[src/rtl/uart_tx_arbiter.sv]
// Round-robin arbiter sharing one TX_FSM between NUM_REQ word sources, with CTS gating and start timeout.
// Optional macro UART_ARB_HIPRI_EN: requester 0 gets strict priority over the round robin.
module uart_tx_arbiter #(
   parameter int unsigned NUM_REQ       = 4,
   parameter int unsigned DATA_BITS     = 8,
   parameter int unsigned START_TIMEOUT = 16
) (
   input  logic                           Clk,
   input  logic                           Rst,
   input  logic [NUM_REQ-1:0]             Req,
   input  logic [NUM_REQ*DATA_BITS-1:0]   Req_Data,
   output logic [NUM_REQ-1:0]             Grant,
   output logic                           Start_Err,
   input  logic                           CTS,
   input  logic                           Tx_Busy,
   output logic [DATA_BITS-1:0]           Tx_Data_In,
   output logic                           Transmit_Start_In,
   output logic [$clog2(NUM_REQ)-1:0]     Active_Id,
   output logic                           Arb_Busy
);

   localparam int unsigned IDW = $clog2(NUM_REQ);
   localparam int unsigned CW  = $clog2(START_TIMEOUT) + 1;

   typedef enum logic [1:0] {IDLE, START, WAIT_DONE} state_e;

   state_e               state_q, state_d;
   logic [IDW-1:0]       ptr_q, ptr_d;
   logic [IDW-1:0]       id_q, id_d;
   logic [CW-1:0]        cnt_q, cnt_d;
   logic [DATA_BITS-1:0] data_q, data_d;
   logic                 start_q, start_d;
   logic                 err_q, err_d;
   logic                 busy_q, busy_d;
   logic [NUM_REQ-1:0]   grant_q, grant_d;

   logic                 win_found;
   logic [IDW-1:0]       win_idx;
   logic [IDW-1:0]       cand;
   logic [IDW-1:0]       adv_ptr;

   // First requester at or after ptr, wrapping
   always_comb begin
      win_found = 1'b0;
      win_idx   = '0;
      cand      = '0;
      for (int unsigned i = 0; i < NUM_REQ; i++) begin
         cand = IDW'((32'(ptr_q) + i) % NUM_REQ);
         if (!win_found && Req[cand]) begin
            win_found = 1'b1;
            win_idx   = cand;
         end
      end
`ifdef UART_ARB_HIPRI_EN
      if (Req[0]) begin
         win_found = 1'b1;
         win_idx   = '0;
      end
`endif
   end

   // Pointer value after the current owner finishes (granted or timed out)
   always_comb begin
      adv_ptr = (id_q == IDW'(NUM_REQ - 1)) ? '0 : id_q + IDW'(1);
`ifdef UART_ARB_HIPRI_EN
      if (id_q == '0) adv_ptr = ptr_q;
`endif
   end

   always_comb begin
      state_d = state_q;
      ptr_d   = ptr_q;
      id_d    = id_q;
      cnt_d   = cnt_q;
      data_d  = data_q;
      start_d = start_q;
      err_d   = 1'b0;
      grant_d = '0;
      case (state_q)
         IDLE: begin
            if (CTS && !Tx_Busy && win_found) begin
               state_d = START;
               id_d    = win_idx;
               data_d  = Req_Data[32'(win_idx)*DATA_BITS +: DATA_BITS];
               start_d = 1'b1;
               cnt_d   = '0;
            end
         end
         START: begin
            if (Tx_Busy) begin
               start_d       = 1'b0;
               grant_d[id_q] = 1'b1;
               ptr_d         = adv_ptr;
               state_d       = WAIT_DONE;
            end else if (cnt_q == CW'(START_TIMEOUT - 1)) begin
               start_d = 1'b0;
               err_d   = 1'b1;
               ptr_d   = adv_ptr;
               state_d = IDLE;
            end else begin
               cnt_d = cnt_q + CW'(1);
            end
         end
         WAIT_DONE: begin
            if (!Tx_Busy) state_d = IDLE;
         end
         default: state_d = IDLE;
      endcase
      busy_d = (state_d != IDLE);
   end

   always_ff @(posedge Clk or negedge Rst) begin
      if (!Rst) begin
         state_q <= IDLE;
         ptr_q   <= '0;
         id_q    <= '0;
         cnt_q   <= '0;
         data_q  <= '0;
         start_q <= 1'b0;
         err_q   <= 1'b0;
         busy_q  <= 1'b0;
         grant_q <= '0;
      end else begin
         state_q <= state_d;
         ptr_q   <= ptr_d;
         id_q    <= id_d;
         cnt_q   <= cnt_d;
         data_q  <= data_d;
         start_q <= start_d;
         err_q   <= err_d;
         busy_q  <= busy_d;
         grant_q <= grant_d;
      end
   end

   assign Grant             = grant_q;
   assign Start_Err         = err_q;
   assign Tx_Data_In        = data_q;
   assign Transmit_Start_In = start_q;
   assign Active_Id         = id_q;
   assign Arb_Busy          = busy_q;

endmodule

[config.mk]
export PLATFORM = sky130hd
export DESIGN_NAME = uart_tx_arbiter
export DESIGN_NICKNAME = d
export VERILOG_FILES = /design/src/rtl/uart_tx_arbiter.sv
export SDC_FILE = /design/constraint.sdc
export NUM_CORES = 1
export LEC_CHECK = 0
export CAP_MARGIN = 10
export CORE_ASPECT_RATIO = 1.1
export CORE_MARGIN = 5
export CORE_UTILIZATION = 35
export CTS_BUF_LIST = sky130_fd_sc_hd__clkbuf_4
export CTS_CLUSTER_SIZE = 10
export DETAILED_ROUTE_END_ITERATION = 12
export HOLD_SLACK_MARGIN = 0.12
export PLACE_DENSITY = 0.78
export SLEW_MARGIN = 10
export SYNTH_ARGS = -nofsm -noshare
export SYNTH_HDL_FRONTEND = slang
export SYNTH_SLANG_ARGS = --single-unit
[constraint.sdc]
create_clock -name Clk -period 2.2 [get_ports Clk]
set_clock_uncertainty 0.15 [all_clocks]
set_input_delay 0.33 -clock Clk [delete_from_list [all_inputs] [get_ports Clk]]
set_output_delay 0.33 -clock Clk [all_outputs]
set_load 0.05 [all_outputs]
Word level (Yosys, flattened, before mapping)
Cells that the tools add are included.

Flip-flop bits (word level): 26. Input port bits: 40. Logic and storage cells: 86. Output and inout bits: 17.

Equal/unequal tests: 8. Shift operators: 1. Multiplexer cells: 39. Reductions and logical operators: 18. Add/subtract/negate cells: 5. Magnitude comparators: 6.

Operators by type and width (count): 32-bit by 6-bit variable part select with 8-bit output (1); 2-bit two-way mux (11); 2-bit by 3-bit less-than comparator with 1-bit output (second input constant) (5); 1-bit two-way mux (15); 5-bit two-way mux (3); 5-bit one-hot mux with 2 select lines (1); 1-bit binary-select mux with 2-bit select (4); 4-bit two-way mux (2); 1-bit logical AND (6); 2-bit != test (second input constant) (3); 2-bit one-hot mux with 3 select lines (1); 2-bit nonzero test (3); 5-bit by 1-bit adder with 5-bit output (second input constant) (1); 5-bit by 4-bit equality test with 1-bit output (second input constant) (1); 2-bit by 1-bit adder with 2-bit output (second input constant) (2); 2-bit adder (second input constant) (2); 2-bit equality test (second input constant) (2); 1-bit zero test (4); 2-bit AND reduction (2); 4-bit AND reduction (1); 3-bit != test (second input constant) (1); 3-bit AND reduction (1); 1-bit demux with 2-bit select (1); 2-bit by 1-bit equality test with 1-bit output (second input constant) (1); 3 further kinds (3).

Depth between registers and ports, before layout
Depth after elaboration: 16. Mapped depth: 8. Mapped depth without buffers: 8.

Worst setup path after synthesis
No wires, ideal clock.

Kind: flip-flop to flip-flop. Start point: reg ptr_q[1]. End point: reg data_q[6], in the netlist Tx_Data_In[6]. Clock period less this slack: 1.964 ns. Arrival: 1.690 ns. Library setup time: 0.124 ns. Path buffers: 2. Slack: 0.236 ns. Cell stages (with the launch flop): 8. Path through: dfrtp_1 > buf_6 > or3b_4 > o221ai_4 > buf_8 > mux2i_1 > nor3_1 > a211o_1.

Word-level cells in the longest chain between the ends: 14. Elaborated cells between the ends (all ways): 28.

RTL lines: start: declaration (RTL line 28) `logic [IDW-1:0] ptr_q, ptr_d;`; start signal: assignment (RTL line 125) `ptr_q <= ptr_d;`; parallel branches: the longest is 14 deep, another holds 2-bit by 1-bit adder with 2-bit output; end signal: assignment (RTL line 128) `data_q <= data_d;`; end: declaration (RTL line 31) `logic [DATA_BITS-1:0] data_q, data_d;`.

Several ways; the timed one is not identified. The select of a mux whose other input is x is not followed. A chain may end at the register's enable or synchronous reset.

Final worst setup path
Start point: reg id_q[0], in the netlist Active_Id[0]. End point: out Active_Id[0].

RTL lines: start: declaration (RTL line 29) `logic [IDW-1:0] id_q, id_d;`; start signal: assignment (RTL line 126) `id_q <= id_d;`; end: declaration (RTL line 18) `output logic [$clog2(NUM_REQ)-1:0] Active_Id,`.

No word-level cell between the ends.

==> results by group <==
Clocking
  – CTS max path bufs: 2
  – Hold buffers post-CTS: 0
  – H-tree depth: 1
  – Post-CTS Setup Inserts: 0
  – Clk_lat worst skew: about 0.33 ns
  – Post-CTS Resized: 0
  – Root Driver: clkbuf_4
  – Clock transition at the registers of the reported paths: 0.14 ns
  – Clk sinks: 26
  – CTS Buf Count: 3
  – TritonCTS clock tree: built

Layout
  – Final net count: 250
  – Share of cells above drive strength 1: 0.128
  – Diode count: 0
  – Post-Route Utilization: 0.559
  – Final non-filler cell total: about 260
  – Fin area: 0.00223 mm^2
  – Fillers: 341
  – Register Area: 651 um^2
  – Synth-to-Final Area Change: 53.4%
  – Footprint of the multi-input gates: approximately 750 um^2

Worst setup path
  – Crit-path leading delay family: buffers and inverters
  – Worst-path fanout max: 6
  – Worst Path Buf+Inv: 1
  – Startpoint types: flip-flop
  – CP arrival: 1.66 ns
  – Worst path slowest cell: clkdlybuf4s50_1
  – Reg2reg setup slack: around 0.12 ns
  – Crit end category: output port
  – CP Data Required Time: 1.72 ns
  – Kind of critical path: reg2out
  – Critical-path cell list: clkdlybuf4s50_1
  – Worst stage delay on the critical path: approximately 0.85 ns

Timing
  – Highest clock rate: 468 MHz
  – Final Hold Violating Endpoints: 0
  – RSZ-0062 raised after global routing: false
  – Count of pins over their slew limit: 0
  – Tcrit/Tclk final: 0.971
  – Setup TNS: 0 ns
  – Slew HR: 0.656
  – Min Tclk post-route: 2.14 ns
  – Final setup viols: 0
  – Hold WS: between 0.15 and 0.2 ns
  – Setup WS post-layout: 0.0639 ns
  – Slew @ Worst Pin: 0.514 ns

Global routing
  – Total track usage: 0.126
  – Vias in the first global route: 1,169
  – Initial antenna violation count: 0
  – GRT overflow: 0
  – First-pass GRT wire length: 5.64 mm
  – Largest net degree at the start of global routing: 27

Synth
  – Netlist cell types: 36
  – Synth warnings: 0
  – Commonest register cell after synthesis: dfrtp_1
  – Mapped Cells: 135
  – Post-Syn Nets: ~180
  – Post-synth EDFFs: 0
  – Seq cells post-synth: 26
  – Syn avg cell area: 10.8 um^2
  – Async SR Flop Fraction: 1.00
  – Cell Area, Synth: ~0.0015 mm^2
  – Post-synthesis sequential area ratio: 0.448

Floorplan
  – Die H: roughly 78 um
  – Chip Width: 71.5 um
  – Initial Util: 0.364
  – Row count: 24
  – # IOs: 57
  – Die area: 0.00554 mm^2
  – Core region area: 0.00399 mm^2

Worst hold path
  – Hold crit path type: in2async

Routing
  – Iteration-0 DRC Markers: between 40 and 50
  – DR WL/cell: 13.5 um
  – Detailed-route vias per instance: approximately 4.9
  – WL final: between 3 and 4 mm
  – Drt pass-1 iters: 4
  – Post-route ant nets: 0
  – DR DRC count: 0
  – Total vias in the final route: ~1,200

Power
  – Static Leak: between 1 and 1.5 nW
  – PwrDens: 1050 mW/mm^2
  – PnR Total Power: ~2.3 mW
  – Maximum vdd drop: 465 uV

Placement
  – Placed Cells: 249
  – Port-buffer cells: 56
  – Final Wtd Congestion: a little over 0.7
  – Pre-CTS setup slack: -0.301 ns
  – Post-DP HPWL: 2.66 mm
  – Dpl cell area: 0.00215 mm^2

Status
  – Status: finished, final reports clean

Flow run
  – MaxCap Viol Count: 0
-- placed cells by master, fill, tap and decap left out, types with 2 or more instances in the layout --
cell             count
clkdlybuf4s50_1     56
dfrtp_1             26
nor3_1              17
mux2i_1             16
buf_4               12
nand2_1             10
a211o_1              8
ha_1                 6
and3_1               5
inv_1                4
nand2b_1             4
o21ai_0              4
and2_1               3
a21oi_1              3
clkbuf_4             3
nand3_1              2
o31ai_1              2
xnor2_1              2
buf_12               2
-- Yosys cell counts, types with 2 or more instances --
cell type	n	area, um^2
inv_1	4	15.0
nand2b_1	4	25.0
dfrtp_1	26	651
a211o_1	8	70.1
mux2i_1	16	160
nor3_1	17	85.1
and3_1	5	31.3
nand3_1	2	10.0
clkbuf_1	3	11.3
ha_1	6	75.1
nand2_1	10	37.5
o21ai_0	4	20.0
o31ai_1	2	15.0
xnor2_1	2	17.5
a21oi_1	3	15.0
and2_1	3	18.8
-- layout make-up --
type / count / area share
inverter: 5 / 0.00841
multi-input combinational: 98 / 0.338
clock inverter: 1 / 0.0135
clock buffer: 3 / 0.0101
sequential: 26 / 0.292
timing repair buffer: 70 / 0.310
tap: 52 / 0.0292
-- final timing paths --
kind                                    from                end  cells after the start
max                             Active_Id[0]       Active_Id[0]                      1
min reg2reg                Transmit_Start_In  Transmit_Start_In                      2
min                                      Rst         state_q[0]                      2
max reg2reg                         cnt_q[0]           cnt_q[1]                      8
max in group asynchronous                Rst           Grant[2]                      2
min in group Clk           Transmit_Start_In  Transmit_Start_In                      2
-- report_power, final --
part	switching, mW	total, mW	leakage [nW]	internal (mW)
logic	0.722	1.26	0.676	0.541
registers	0.130	0.750	0.337	0.620
clock network	0.150	0.335	0.0279	0.184
-- per-layer routing --
| layer | global-route usage | vias to the layer above | wire [um] |
|---|---|---|---|
| met1 | 0.161 | 589 | 1500 |
| met5 | 0 | - | 0 |
| met4 | 0.0564 | 0 | 68 |
| met2 | 0.207 | 24 | 1750 |
| li1 | - | 631 | - |
| met3 | 0.0233 | 5 | 129 |
-- cell families (layout without fill, tap and decap cells) --
group	after synthesis	after routing	share of synthesized area
buf+inv	11	79	0.0422
mux	18	18	0.127
fa+ha+maj	6	6	0.0516
xor+xnor	2	2	0.0121
simple gates	47	47	0.175
compound gates	25	25	0.145
flops	26	26	0.448
-- state kept, by name, summed over array words and instances, names as in the netlist, 2 cells and up --
register	flops
Tx_Data_In	8
state_q	2
Active_Id	2
cnt_q	5
Grant	4
ptr_q	2
Power figures use the tool's default switching activity.
